--- src/rtl/hazard_pkg.sv ---
// Shared encodings for the pipeline hazard controller.
// Latency: n/a (types and constants only).
// Backpressure: n/a.
package hazard_pkg;

  typedef enum logic {
    RUN   = 1'b0,
    STALL = 1'b1
  } hz_state_e;

  localparam logic [1:0] FWD_REG = 2'b00;
  localparam logic [1:0] FWD_WB  = 2'b01;
  localparam logic [1:0] FWD_MEM = 2'b10;

  localparam logic [4:0] REG_ZERO = 5'd0;

  // A destination register is usable as a hazard source only when written and not r0.
  function automatic logic dest_hit(input logic wr, input logic [4:0] rd, input logic [4:0] src);
    return wr && (rd != REG_ZERO) && (rd == src);
  endfunction

endpackage

--- src/rtl/hazard_control_unit_if.sv ---
// Bundle of pipe-register fields in and pipeline control out of the hazard unit.
// Latency: n/a (wires only).
// Backpressure: n/a; the slave side drives enables that stall the pipeline.
interface hazard_control_unit_if #(
  parameter int CNT_WIDTH = 16
);
  logic [4:0]           id_rs;
  logic [4:0]           id_rt;
  logic                 id_uses_rs;
  logic                 id_uses_rt;
  logic                 id_jump;
  logic [4:0]           ex_rs;
  logic [4:0]           ex_rt;
  logic [4:0]           ex_rd;
  logic                 ex_regwrite;
  logic                 ex_memread;
  logic [4:0]           mem_rd;
  logic                 mem_regwrite;
  logic                 mem_branch_taken;
  logic [4:0]           wb_rd;
  logic                 wb_regwrite;
  logic                 pc_enable;
  logic                 if_id_enable;
  logic                 if_id_flush;
  logic                 id_exe_flush;
  logic                 exe_mem_flush;
  logic [1:0]           forward_a;
  logic [1:0]           forward_b;
  logic [CNT_WIDTH-1:0] stall_count;
  logic [CNT_WIDTH-1:0] flush_count;

  // Pipeline side: supplies register fields, consumes control.
  modport master (
    output id_rs, id_rt, id_uses_rs, id_uses_rt, id_jump,
           ex_rs, ex_rt, ex_rd, ex_regwrite, ex_memread,
           mem_rd, mem_regwrite, mem_branch_taken, wb_rd, wb_regwrite,
    input  pc_enable, if_id_enable, if_id_flush, id_exe_flush, exe_mem_flush,
           forward_a, forward_b, stall_count, flush_count
  );

  // Hazard unit side.
  modport slave (
    input  id_rs, id_rt, id_uses_rs, id_uses_rt, id_jump,
           ex_rs, ex_rt, ex_rd, ex_regwrite, ex_memread,
           mem_rd, mem_regwrite, mem_branch_taken, wb_rd, wb_regwrite,
    output pc_enable, if_id_enable, if_id_flush, id_exe_flush, exe_mem_flush,
           forward_a, forward_b, stall_count, flush_count
  );
endinterface

--- src/rtl/hazard_control_unit_fwd.sv ---
// ALU operand forwarding select: MEM result beats WB result, r0 never forwarded.
// Latency: combinational, zero cycles.
// Backpressure: none.
module forwarding_unit
  import hazard_pkg::*;
(
  input  logic [4:0] ex_rs_i,
  input  logic [4:0] ex_rt_i,
  input  logic [4:0] mem_rd_i,
  input  logic       mem_regwrite_i,
  input  logic [4:0] wb_rd_i,
  input  logic       wb_regwrite_i,
  output logic [1:0] forward_a_o,
  output logic [1:0] forward_b_o
);

  // Newest producer (MEM) takes priority over the older one (WB).
  always_comb begin
    forward_a_o = FWD_REG;
    forward_b_o = FWD_REG;
    if (dest_hit(mem_regwrite_i, mem_rd_i, ex_rs_i))     forward_a_o = FWD_MEM;
    else if (dest_hit(wb_regwrite_i, wb_rd_i, ex_rs_i))  forward_a_o = FWD_WB;
    if (dest_hit(mem_regwrite_i, mem_rd_i, ex_rt_i))     forward_b_o = FWD_MEM;
    else if (dest_hit(wb_regwrite_i, wb_rd_i, ex_rt_i))  forward_b_o = FWD_WB;
  end

endmodule

--- src/rtl/hazard_control_unit.sv ---
// 5-stage MIPS hazard controller: load-use bubbles, branch/jump squash, forwarding, perf counters.
// Latency: control outputs combinational; state and counters update on the rising edge.
// Backpressure: drops pc_enable/if_id_enable for LOAD_STALL_CYCLES per load-use; counters built only with HAZARD_PERF_COUNTERS_EN.
module hazard_control_unit
  import hazard_pkg::*;
#(
  parameter int LOAD_STALL_CYCLES = 1,
  parameter int CNT_WIDTH         = 16
) (
  input  logic                 clk,
  input  logic                 reset,
  hazard_control_unit_if.slave hif
);

  hz_state_e  state_q, state_d;
  logic [2:0] cnt_q, cnt_d;
  logic       load_use;
  logic       stall_inc;
  logic       flush_inc;
  logic       pc_en, ifid_en, ifid_fl, idexe_fl, exmem_fl;
  logic [1:0] fwd_a, fwd_b;

  // Load in EXE whose destination is read by the instruction in ID.
  always_comb begin
    load_use = hif.ex_memread && hif.ex_regwrite && (hif.ex_rd != REG_ZERO) &&
               ((hif.id_uses_rs && (hif.id_rs == hif.ex_rd)) ||
                (hif.id_uses_rt && (hif.id_rt == hif.ex_rd)));
  end

  // Next state and control outputs; taken branch dominates, then stall, then jump.
  always_comb begin
    state_d   = state_q;
    cnt_d     = cnt_q;
    stall_inc = 1'b0;
    flush_inc = 1'b0;
    pc_en     = 1'b1;
    ifid_en   = 1'b1;
    ifid_fl   = 1'b0;
    idexe_fl  = 1'b0;
    exmem_fl  = 1'b0;
    if (!reset) begin
      if (hif.mem_branch_taken) begin
        ifid_fl   = 1'b1;
        idexe_fl  = 1'b1;
        exmem_fl  = 1'b1;
        state_d   = RUN;
        cnt_d     = 3'd0;
        flush_inc = 1'b1;
      end else if (state_q == STALL) begin
        // Bubble continues regardless of what ID/EXE show now.
        pc_en     = 1'b0;
        ifid_en   = 1'b0;
        idexe_fl  = 1'b1;
        stall_inc = 1'b1;
        cnt_d     = cnt_q - 3'd1;
        if (cnt_q == 3'd1) state_d = RUN;
      end else if (load_use) begin
        pc_en     = 1'b0;
        ifid_en   = 1'b0;
        idexe_fl  = 1'b1;
        stall_inc = 1'b1;
        if (LOAD_STALL_CYCLES > 1) begin
          state_d = STALL;
          cnt_d   = 3'(LOAD_STALL_CYCLES - 1);
        end
      end else if (hif.id_jump) begin
        ifid_fl   = 1'b1;
        flush_inc = 1'b1;
      end
    end
  end

  // FSM state and remaining-bubble counter.
  always_ff @(posedge clk or posedge reset) begin
    if (reset) begin
      state_q <= RUN;
      cnt_q   <= 3'd0;
    end else begin
      state_q <= state_d;
      cnt_q   <= cnt_d;
    end
  end

  forwarding_unit u_fwd (
    .ex_rs_i        (hif.ex_rs),
    .ex_rt_i        (hif.ex_rt),
    .mem_rd_i       (hif.mem_rd),
    .mem_regwrite_i (hif.mem_regwrite),
    .wb_rd_i        (hif.wb_rd),
    .wb_regwrite_i  (hif.wb_regwrite),
    .forward_a_o    (fwd_a),
    .forward_b_o    (fwd_b)
  );

  assign hif.pc_enable     = pc_en;
  assign hif.if_id_enable  = ifid_en;
  assign hif.if_id_flush   = ifid_fl;
  assign hif.id_exe_flush  = idexe_fl;
  assign hif.exe_mem_flush = exmem_fl;
  assign hif.forward_a     = reset ? FWD_REG : fwd_a;
  assign hif.forward_b     = reset ? FWD_REG : fwd_b;

`ifdef HAZARD_PERF_COUNTERS_EN
  logic [CNT_WIDTH-1:0] stall_cnt_q, stall_cnt_d;
  logic [CNT_WIDTH-1:0] flush_cnt_q, flush_cnt_d;

  // Saturating event counters; they stick at all-ones.
  always_comb begin
    stall_cnt_d = stall_cnt_q;
    flush_cnt_d = flush_cnt_q;
    if (stall_inc && (stall_cnt_q != '1)) stall_cnt_d = stall_cnt_q + 1'b1;
    if (flush_inc && (flush_cnt_q != '1)) flush_cnt_d = flush_cnt_q + 1'b1;
  end

  // Counter registers.
  always_ff @(posedge clk or posedge reset) begin
    if (reset) begin
      stall_cnt_q <= '0;
      flush_cnt_q <= '0;
    end else begin
      stall_cnt_q <= stall_cnt_d;
      flush_cnt_q <= flush_cnt_d;
    end
  end

  assign hif.stall_count = stall_cnt_q;
  assign hif.flush_count = flush_cnt_q;
`else
  logic unused_cnt_inc;
  assign unused_cnt_inc  = stall_inc ^ flush_inc;
  assign hif.stall_count = '0;
  assign hif.flush_count = '0;
`endif

endmodule

--- src/flat_wrapper.sv ---
// flat-port wrapper written by rule: the top's interface ports become plain ports
module hazard_control_unit_flat import hazard_pkg::*;
#(
  parameter int LOAD_STALL_CYCLES = 1,
  parameter int CNT_WIDTH         = 16
)
  (clk, reset, hif_id_rs, hif_id_rt, hif_id_uses_rs, hif_id_uses_rt, hif_id_jump, hif_ex_rs, hif_ex_rt, hif_ex_rd, hif_ex_regwrite, hif_ex_memread, hif_mem_rd, hif_mem_regwrite, hif_mem_branch_taken, hif_wb_rd, hif_wb_regwrite, hif_pc_enable, hif_if_id_enable, hif_if_id_flush, hif_id_exe_flush, hif_exe_mem_flush, hif_forward_a, hif_forward_b, hif_stall_count, hif_flush_count);
  hazard_control_unit_if #(.CNT_WIDTH(CNT_WIDTH)) hif_i ();
  input  logic clk;
  input  logic reset;
  input wire logic [$bits(hif_i.id_rs)-1:0] hif_id_rs;
  input wire logic [$bits(hif_i.id_rt)-1:0] hif_id_rt;
  input wire logic [$bits(hif_i.id_uses_rs)-1:0] hif_id_uses_rs;
  input wire logic [$bits(hif_i.id_uses_rt)-1:0] hif_id_uses_rt;
  input wire logic [$bits(hif_i.id_jump)-1:0] hif_id_jump;
  input wire logic [$bits(hif_i.ex_rs)-1:0] hif_ex_rs;
  input wire logic [$bits(hif_i.ex_rt)-1:0] hif_ex_rt;
  input wire logic [$bits(hif_i.ex_rd)-1:0] hif_ex_rd;
  input wire logic [$bits(hif_i.ex_regwrite)-1:0] hif_ex_regwrite;
  input wire logic [$bits(hif_i.ex_memread)-1:0] hif_ex_memread;
  input wire logic [$bits(hif_i.mem_rd)-1:0] hif_mem_rd;
  input wire logic [$bits(hif_i.mem_regwrite)-1:0] hif_mem_regwrite;
  input wire logic [$bits(hif_i.mem_branch_taken)-1:0] hif_mem_branch_taken;
  input wire logic [$bits(hif_i.wb_rd)-1:0] hif_wb_rd;
  input wire logic [$bits(hif_i.wb_regwrite)-1:0] hif_wb_regwrite;
  output wire logic [$bits(hif_i.pc_enable)-1:0] hif_pc_enable;
  output wire logic [$bits(hif_i.if_id_enable)-1:0] hif_if_id_enable;
  output wire logic [$bits(hif_i.if_id_flush)-1:0] hif_if_id_flush;
  output wire logic [$bits(hif_i.id_exe_flush)-1:0] hif_id_exe_flush;
  output wire logic [$bits(hif_i.exe_mem_flush)-1:0] hif_exe_mem_flush;
  output wire logic [$bits(hif_i.forward_a)-1:0] hif_forward_a;
  output wire logic [$bits(hif_i.forward_b)-1:0] hif_forward_b;
  output wire logic [$bits(hif_i.stall_count)-1:0] hif_stall_count;
  output wire logic [$bits(hif_i.flush_count)-1:0] hif_flush_count;
  assign hif_i.id_rs = hif_id_rs;
  assign hif_i.id_rt = hif_id_rt;
  assign hif_i.id_uses_rs = hif_id_uses_rs;
  assign hif_i.id_uses_rt = hif_id_uses_rt;
  assign hif_i.id_jump = hif_id_jump;
  assign hif_i.ex_rs = hif_ex_rs;
  assign hif_i.ex_rt = hif_ex_rt;
  assign hif_i.ex_rd = hif_ex_rd;
  assign hif_i.ex_regwrite = hif_ex_regwrite;
  assign hif_i.ex_memread = hif_ex_memread;
  assign hif_i.mem_rd = hif_mem_rd;
  assign hif_i.mem_regwrite = hif_mem_regwrite;
  assign hif_i.mem_branch_taken = hif_mem_branch_taken;
  assign hif_i.wb_rd = hif_wb_rd;
  assign hif_i.wb_regwrite = hif_wb_regwrite;
  assign hif_pc_enable = hif_i.pc_enable;
  assign hif_if_id_enable = hif_i.if_id_enable;
  assign hif_if_id_flush = hif_i.if_id_flush;
  assign hif_id_exe_flush = hif_i.id_exe_flush;
  assign hif_exe_mem_flush = hif_i.exe_mem_flush;
  assign hif_forward_a = hif_i.forward_a;
  assign hif_forward_b = hif_i.forward_b;
  assign hif_stall_count = hif_i.stall_count;
  assign hif_flush_count = hif_i.flush_count;
  hazard_control_unit #(.LOAD_STALL_CYCLES(LOAD_STALL_CYCLES), .CNT_WIDTH(CNT_WIDTH)) u_core (.clk(clk), .reset(reset), .hif(hif_i));
endmodule
--- config.mk ---
export PLATFORM = sky130hd
export DESIGN_NAME = hazard_control_unit_flat
export DESIGN_NICKNAME = d
export VERILOG_FILES = /design/src/rtl/hazard_pkg.sv /design/src/rtl/hazard_control_unit_if.sv /design/src/rtl/hazard_control_unit_fwd.sv /design/src/rtl/hazard_control_unit.sv /design/src/flat_wrapper.sv
export SDC_FILE = /design/constraint.sdc
export NUM_CORES = 1
export LEC_CHECK = 0
export BUFFER_PORTS_ARGS = -buffer_cell sky130_fd_sc_hd__buf_2
export CAP_MARGIN = 10
export CORE_ASPECT_RATIO = 0.6
export CORE_MARGIN = 2
export CORE_UTILIZATION = 34
export DETAILED_ROUTE_END_ITERATION = 12
export GPL_TIMING_DRIVEN = 1
export PLACE_DENSITY_LB_ADDON = 0.12
export SYNTH_ARGS = -nofsm -noshare
export SYNTH_HDL_FRONTEND = slang
export SYNTH_HIERARCHICAL = 1
export SYNTH_SLANG_ARGS = --single-unit
--- constraint.sdc ---
create_clock -name clk -period 1.25 [get_ports clk]
set_clock_uncertainty 0.15 [all_clocks]
set_input_delay 0.0625 -clock clk [delete_from_list [all_inputs] [get_ports clk]]
set_output_delay 0.0625 -clock clk [all_outputs]
set_load 0.005 [all_outputs]
==> Word level (Yosys, flattened, before mapping) <==
Cells that the tools add are included.
W data, S select, Z words.
{ "classes": {"add_sub_neg": 1, "eq_ne": 7, "n_mux": 26, "bitwise_logic": 1, "reduce_logical": 17} }
{ "op_table": {"columns": ["op", "count"], "rows": [
  ["$eq A5 B5 Y1", 6],
  ["$mux W1", 20],
  ["$reduce_bool A5 Y1", 3],
  ["$logic_and A1 B1 Y1", 11],
  ["$mux W2", 4],
  ["$mux W3", 2],
  ["$eq A3 B1 Y1 const B", 1],
  ["$sub A3 B1 Y3 const B", 1],
  ["$reduce_and A2 Y1", 1],
  ["$reduce_bool A2 Y1", 1],
  ["$logic_or A1 B1 Y1", 1],
  ["$not A1 Y1", 1]
]} }
{ "totals": {"reg_bits": 4, "elab_cells": 54} }

==> Depth between registers and ports, before layout <==
Gate-level depths: netlist of run 1.
{ "depth": {"depth_word": 8, "ltp_mapped": 5} }

==> Modules after synthesis <==
The synthesis of run 1 kept the hierarchy.
{ "by_module_without_submodules": {"columns": ["module", "instances", "cells_each", "area_each_um2"], "rows": [
  ["hazard_control_unit", 1, 89, 673.1],
  ["forwarding_unit", 1, 34, 257.7]
]} }

==> Worst setup path before layout of run 1 <==
Ideal clock, no wire load.
{ "synth_timing": {"kind": "input port to output port", "startpoint": "input port hif_mem_rd[1]", "endpoint": "output port hif_forward_a[0]", "arrival_ps": 1194, "required_ps": 1038, "slack_ps": -157, "stages": 5, "n_path_buf": 0, "path_cell_list": "or4_1 -> o21ai_2 -> nor4_1 -> nor4_1 -> nor2b_1"} }
{ "synth_between": {"elab_chain_cells": 5, "elab_cells_between_ends": 6, "cone_classes": "1 x eq/ne; 2 x mux; 3 x reduce/logical"} }
{ "synth_lines": {"columns": ["element", "line", "text"], "rows": [
  ["from (decl)", "flat_wrapper.sv:21", "input wire logic [$bits(hif_i.mem_rd)-1:0] hif_mem_rd;"],
  ["$reduce_bool A5 Y1", "hazard_pkg.sv:19", "return wr && (rd != REG_ZERO) && (rd == src);"],
  ["$logic_and A1 B1 Y1", "hazard_pkg.sv:19", null],
  ["$logic_and A1 B1 Y1 *", "hazard_pkg.sv:19", null],
  ["$mux W2 *", "hazard_control_unit_fwd.sv:21", "if (dest_hit(mem_regwrite_i, mem_rd_i, ex_rs_i)) forward_a_o = FWD_MEM;"],
  ["named net u_core.fwd_a[0]", "hazard_control_unit.sv:21", "logic [1:0] fwd_a, fwd_b;"],
  ["$mux W2 *", "hazard_control_unit.sv:100", "assign hif.forward_a = reset ? FWD_REG : fwd_a;"],
  ["to (decl)", "flat_wrapper.sv:31", "output wire logic [$bits(hif_i.forward_a)-1:0] hif_forward_a;"]
]} }
Mark *: on every way through the listed nets, which the timed path passes. The rest lies on a longest branch.

==> Worst setup path after layout of run 1 <==
{ "layout_timing": {"startpoint": "input port hif_mem_rd[1]", "endpoint": "output port hif_forward_b[0]"} }
{ "layout_between": {"elab_chain_cells": 5, "elab_cells_between_ends": 6, "cone_classes": "1 x eq/ne; 2 x mux; 3 x reduce/logical"} }
{ "layout_lines": {"columns": ["element", "line", "text"], "rows": [
  ["$reduce_bool A5 Y1", "hazard_pkg.sv:19", null],
  ["$logic_and A1 B1 Y1", "hazard_pkg.sv:19", null],
  ["$logic_and A1 B1 Y1 *", "hazard_pkg.sv:19", null],
  ["$mux W2 *", "hazard_control_unit_fwd.sv:23", "if (dest_hit(mem_regwrite_i, mem_rd_i, ex_rt_i)) forward_b_o = FWD_MEM;"],
  ["named net u_core.fwd_b[0]", "hazard_control_unit.sv:21", null],
  ["$mux W2 *", "hazard_control_unit.sv:101", "assign hif.forward_b = reset ? FWD_REG : fwd_b;"],
  ["to (decl)", "flat_wrapper.sv:32", "output wire logic [$bits(hif_i.forward_b)-1:0] hif_forward_b;"]
]} }
Marked as above.

==> results.json, run 1 <==
{
  "crit_path_end_kind": "output port",
  "leakage_nw": 0.669,
  "vias_per_cell": 4.30,
  "r2r_slack_ns": 0.06,
  "synth_area_um2": 931,
  "wl_per_cell_um": 11.5,
  "grt.total_usage_pct": 14.5,
  "fp.dieW_um": 71.6,
  "clkPwrFrac_pct": 35.2,
  "cts.clk_slew.worst_paths_ns": 0.03,
  "layout_setup_ws_ns": -0.409,
  "synth_edf_count": 0,
  "outcome": "finished with violations",
  "peakVddDrop_uv": 574,
  "critical_path_class": "in2out",
  "p_sw_mw": 0.238,
  "diodes": 0,
  "synth_ff_type": "dfrtp_1",
  "dieArea_mm2": 0.00319,
  "ys_top_cells_by_count": "33 x buf_4, 26 x xnor2_1, 7 x nand2_1, 6 x o21ai_0",
  "port_buffers": 53,
  "grt_first_pass_wirelength_mm": 3.55,
  "die_h_um": 44.5,
  "power_frac_comb_pct": 47.6,
  "r2r_start": "u_core/cnt_q[0]",
  "numCtsBuffers": 3,
  "drt-total-wl_mm": 2.61,
  "rsz0062_at_grt": "yes",
  "area_delta_synth_final_pct": 47.8,
  "dr.pass1.iters": 4,
  "syn_inst": 123,
  "grt_antenna_before_repair": 0,
  "synth-seq-area-share_pct": 10.8,
  "path_common_cell": "buf_6",
  "swShare_pct": 31.4,
  "nNetsFinal": 243,
  "cp-start-kind": "primary input",
  "grt_overflow_total": 0,
  "cts-root-buf": "clkbuf_8",
  "crit_chain": "buf_6 -> or4_4 -> o21ai_4 -> buf_6 -> nor4_4 -> nor4_1 -> nor2b_2 -> buf_2",
  "critPathBufInv": 3,
  "drtAntennaViolNets": 0,
  "grt_pass1_vias": 821,
  "critPathMaxFanout": 2,
  "p_total_mw": 0.759,
  "cpPeakStageDelay_ns": 0.54,
  "slowest_stage": "or4_4",
  "worstPathArrival_ns": 1.45,
  "critPathTopFamily": "simple AND/OR/NAND/NOR gates",
  "final_cell_area_mm2": 0.00138,
  "synthArstFlopShare_pct": 100,
  "yosysMostFrequentCell": "buf_4",
  "finalSetupViolations": 8,
  "fmax_mhz": 603,
  "drt_iter0_drc": 21,
  "placedInstanceArea_mm2": 0.00122,
  "core_mm2": 0.00256,
  "htree_levels": 1,
  "min_period_ns": 1.66,
  "power.internal_mw": 0.521,
  "synthTopCellsByArea": "buf_4 27%, xnor2_1 24%, dfrtp_1 11%, xor2_1 3.8%, nor2b_1 3.4%",
  "synth-seq-cells": 4,
  "drc": 0,
  "pwr-share-seq_pct": 17.2,
  "post-dp-hpwl_mm": 2.16,
  "worstReg2RegEnd": "u_core/cnt_q[2]",
  "worst-path-stages": 8,
  "clock_sinks": 4,
  "fin_crit_sh_pct": 133,
  "hold_violations": 0,
  "startpoint": "hif_mem_rd[1]",
  "finalMaxSlewViolations": 0,
  "violations": "setup timing",
  "clk_path_buf_depth": 2,
  "power_density_mw_per_mm2": 551,
  "cap_violations": 0,
  "drive_gt1_share_pct": 43.3,
  "cts_tree": "built",
  "vias": 971,
  "rows": 14,
  "clk-insertion-delay-late_ns": 0.22,
  "yosys.cell_types.count": 24,
  "yosysTopAreaCell": "buf_4",
  "grt_max_degree": 12,
  "final.fill_count": 239,
  "hold_class": "in2reg",
  "ys_warn_count": 6,
  "crit_path_end": "hif_forward_b[0]",
  "yosysTopAreaCellShare_pct": 26.6,
  "syn_area_per_cell_um2": 7.57,
  "critPathRequiredTime_ns": 1.04,
  "gp_congestion": 0.885,
  "design.portCount": 86,
  "dpl_worst_slack_ns": -0.461,
  "reg2reg_depth": 5,
  "start_util_pct": 36.4
}
==> area by class of cell <==
type                    instances  area [µm²]  share of cell area, %
clock buffers                   3        41.3                   3.00
repair buffers                 71         432                   31.4
flip-flops and latches          4         100                   7.27
well taps                      32        40.0                   2.91
inverters                       5        18.8                   1.36
multi-input cells             111         744                   54.1
==> per-stage QoR <==
| stage | instances | hold WS [ns] | TNS [ns] | utilization [%] |
|---|---|---|---|---|
| 6_report | 226 | 0.0604 | -2.27 | 53.8 |
| 5_1_grt | 226 | 0.102 | -2.66 | 53.8 |
| 4_1_cts | 225 | 0.0471 | -1.90 | 51.3 |
| 3_5_place_dp | 220 | -0.0780 | -2.11 | 47.7 |
| 3_3_place_gp | 220 | -0.0730 | -1.91 | 47.7 |
| 2_1_floorplan | 154 | -0.124 | -0.335 | - |
==> timing repair <==
action / CTS / global route
resized for setup: 7 / 9
setup endpoints to repair: 8 / 8
hold buffers: 1 / 0
endpoints found under the hold margin: 4 / 0
pin swaps: 6 / 4
buffers inserted: 1 / 1
==> cells in the final DEF, fill, tap and decap left out, drive strengths merged <==
master | synthesis | routed
inv | 5 | 5
nor2b | 5 | 5
a21boi | 1 | 1
conb | 1 | 32
nand2 | 7 | 7
xnor2 | 26 | 26
a21bo | 1 | 1
clkbuf | 0 | 3
nor4 | 4 | 4
nor3 | 1 | 1
dlygate4sd3 | 0 | 1
buf | 34 | 70
o22ai | 1 | 1
nor2 | 5 | 5
xor2 | 4 | 4
a21oi | 2 | 2
dfrtp | 4 | 4
nand4 | 4 | 4
or4 | 3 | 3
ha | 2 | 2
a41oi | 1 | 1
nand3 | 4 | 4
o21ai | 7 | 7
o211ai | 1 | 1
==> cell families after synthesis <==
logic type,after synthesis,synth area share (%)
xor+xnor,30,28.2
fa+ha+maj,2,2.69
flops,4,10.8
other cells,1,0.403
compound gates,14,10.1
buf+inv,39,29.2
simple gates,33,18.7
==> power by group through the flow <==
| stage | Sequential (mW) | Combinational (mW) | Clock, mW |
|---|---|---|---|
| 4_1_cts | 0.130 | 0.334 | 0.276 |
| 3_5_place_dp | 0.132 | 0.315 | 0 |
| 5_1_grt | 0.130 | 0.394 | 0.291 |
| 2_1_floorplan | 0.132 | 0.219 | 0 |
| 6_report | 0.131 | 0.361 | 0.267 |
| 3_3_place_gp | 0.132 | 0.316 | 0 |
==> how the worst min path moves through the flow <==
stage	slack, ns	cells after the start	from	to
after floorplan	-0.12	2	reset	u_core/cnt_q[0]
after global placement	-0.07	2	reset	u_core/cnt_q[2]
after detailed placement	-0.08	2	reset	u_core/state_q
after CTS	0.05	4	hif_mem_branch_taken	u_core/state_q
after global routing	0.10	4	hif_mem_branch_taken	u_core/state_q
final	0.06	4	hif_mem_branch_taken	u_core/state_q
==> worst reg2reg max path: stages (launching register included) <==
cell	delay, ns
dfrtp_1	0.40
inv_1	0.07
ha_1	0.16
a21oi_1	0.07
o21ai_0	0.13
o21ai_0	0.09
==> flip-flops by register name, summed over array words and instances (netlist names) <==
| name | flops |
|---|---|
| u_core/cnt_q | 3 |
| u_core/state_q | 1 |
==> routing by layer <==
layer  global-route usage [%]  routed length (µm)
met3                     4.56                 161
met2                     23.3                1270
met4                     1.51                  43
met1                     19.9                1140
met5                        0                   0
Note: power is estimated with default switching activity, not from simulation.
==> run 2: changes to the inputs <==
- CORE_MARGIN: 2 -> not set
- CORE_UTILIZATION: 34 -> 37
- clock period: 1.25 -> 1.65 ns (I/O delays scaled with it)
==> run 2 against run 1 <==
Effect of this change: the run still ends with setup timing left; wire length is 11% lower; sequential power decreased by 25%; critical path depth fell by 1; setup slack gained 0.40 ns; count of clock-buffer cells in the layout did not move.
==> results.json, run 2 (same netlist as run 1, synthesis figures left out) <==
{
  "outcome": "finished with violations",
  "violations": "setup timing",
  "fp.dieW_um": 66.8,
  "finalSetupViolations": 2,
  "nNetsFinal": 230,
  "vias": 921,
  "reg2reg_depth": 5,
  "min_period_ns": 1.66,
  "cp-start-kind": "primary input",
  "clk-insertion-delay-late_ns": 0.21,
  "hold_class": "in2reg",
  "numCtsBuffers": 3,
  "leakage_nw": 0.588,
  "largest_register_ffs": 3,
  "grt_first_pass_wirelength_mm": 3.19,
  "start_util_pct": 41.2,
  "worstPathArrival_ns": 1.43,
  "grt_max_degree": 12,
  "peakVddDrop_uv": 310,
  "gp_congestion": 0.856,
  "power_density_mw_per_mm2": 440,
  "grt_overflow_total": 0,
  "final.fill_count": 223,
  "worstReg2RegEnd": "u_core/cnt_q[2]",
  "grt.total_usage_pct": 17.1,
  "dpl_worst_slack_ns": -0.0874,
  "drtAntennaViolNets": 0,
  "top_regs": "u_core/cnt_q: 3 flops, u_core/state_q: 1 flops",
  "hold_depth": 4,
  "cts_tree": "built",
  "drt-total-wl_mm": 2.32,
  "post-dp-hpwl_mm": 2.01,
  "core_mm2": 0.00226,
  "rows": 13,
  "grt_pass1_vias": 688,
  "regMostFlops": "u_core/cnt_q",
  "r2r_start": "u_core/cnt_q[0]",
  "fmax_mhz": 603,
  "cts-root-buf": "clkbuf_8",
  "fin_crit_sh_pct": 101,
  "area_delta_synth_final_pct": 27.8,
  "cts_setup_buffers": 0,
  "dp.cells": 207,
  "final_cell_mix": "53 x buf_2, 32 x conb_1, 26 x xnor2_1",
  "clk_path_buf_depth": 2,
  "drt_iter0_drc": 36,
  "drc": 0,
  "critPathRequiredTime_ns": 1.42,
  "port_buffers": 53,
  "clock_sinks": 4,
  "layout_setup_ws_ns": -0.00869,
  "cap_violations": 0,
  "stdcell_count": 211,
  "htree_levels": 1,
  "finalMaxSlewViolations": 0,
  "critPathMaxFanout": 2,
  "wl_per_cell_um": 11.0,
  "critical_path_class": "in2out",
  "rsz0062_at_grt": "yes",
  "design.portCount": 86,
  "dieArea_mm2": 0.00273,
  "crit_path_end": "hif_forward_a[0]",
  "dr.pass1.iters": 4,
  "grt_antenna_before_repair": 0,
  "die_h_um": 40.9,
  "layout_commonest_cell": "buf_2",
  "p_total_mw": 0.524,
  "vias_per_cell": 4.36,
  "hold_violations": 0,
  "cts.clk_slew.worst_paths_ns": 0.03,
  "r2r_slack_ns": 0.38,
  "diodes": 0,
  "startpoint": "hif_mem_rd[1]",
  "crit_path_end_kind": "output port",
  "drive_gt1_share_pct": 34.8
}
-- run 2: cell types whose count changed in the layout (fill, tap and decap cells not counted), sizes merged --
cell	before	now
buf	70	57
-- run 2: stage by stage --
step	util, %	cell area (µm²)	TNS (ns)	hold slack (ns)
2_1_floorplan	-	1050	0	-0.114
3_3_place_gp	49.9	1130	-0.129	-0.0474
3_5_place_dp	49.9	1130	-0.170	-0.0345
4_1_cts	52.3	1180	0	0.0511
5_1_grt	52.6	1190	-0.133	0.149
6_report	52.6	1190	-0.0119	0.114
-- run 2: repair_timing --
action | CTS | global route
pin swaps | 3 | 0
endpoints found under the hold margin | 4 | 0
hold buffers | 1 | 0
resized for setup | 1 | 2
endpoints found under the setup margin | 2 | 3
-- run 2: cell type report --
| cell class | count | area, µm² | area share (%) |
|---|---|---|---|
| clock buffer | 3 | 41.3 | 3.47 |
| inverter | 5 | 18.8 | 1.58 |
| multi-input combinational | 111 | 687 | 57.7 |
| sequential | 4 | 100 | 8.41 |
| tap | 30 | 37.5 | 3.15 |
| timing repair buffer | 58 | 305 | 25.7 |
-- run 2: worst min path at each step --
stage | start | end | slack (ns)
global route | hif_mem_branch_taken | u_core/state_q | 0.15
floorplan | reset | u_core/cnt_q[0] | -0.11
global placement | reset | u_core/cnt_q[2] | -0.05
CTS | hif_mem_branch_taken | u_core/state_q | 0.05
detailed placement | reset | u_core/state_q | -0.03
finish | hif_mem_branch_taken | u_core/state_q | 0.11
-- run 2: layer usage --
layer	up-vias	track usage (%)	wire length, µm
met5	-	0	0
met4	0	4.26	0
met3	0	5.28	138
met2	41	25.8	1030
met1	420	23.6	1160
li1	460	-	-
-- run 2: power breakdown --
part / internal, mW / switching, mW / total [mW]
clock: 0.155 / 0.0445 / 0.199
sequential: 0.0989 / 0.00000118 / 0.0989
combinational: 0.110 / 0.115 / 0.226
total: 0.364 / 0.160 / 0.524
-- run 2: critical path, cell delays in order --
cell     delay, ns
buf_2         0.11
or4_4         0.55
o21ai_4       0.17
nor4_1        0.08
nor4_1        0.18
nor2b_1       0.15
buf_2         0.11
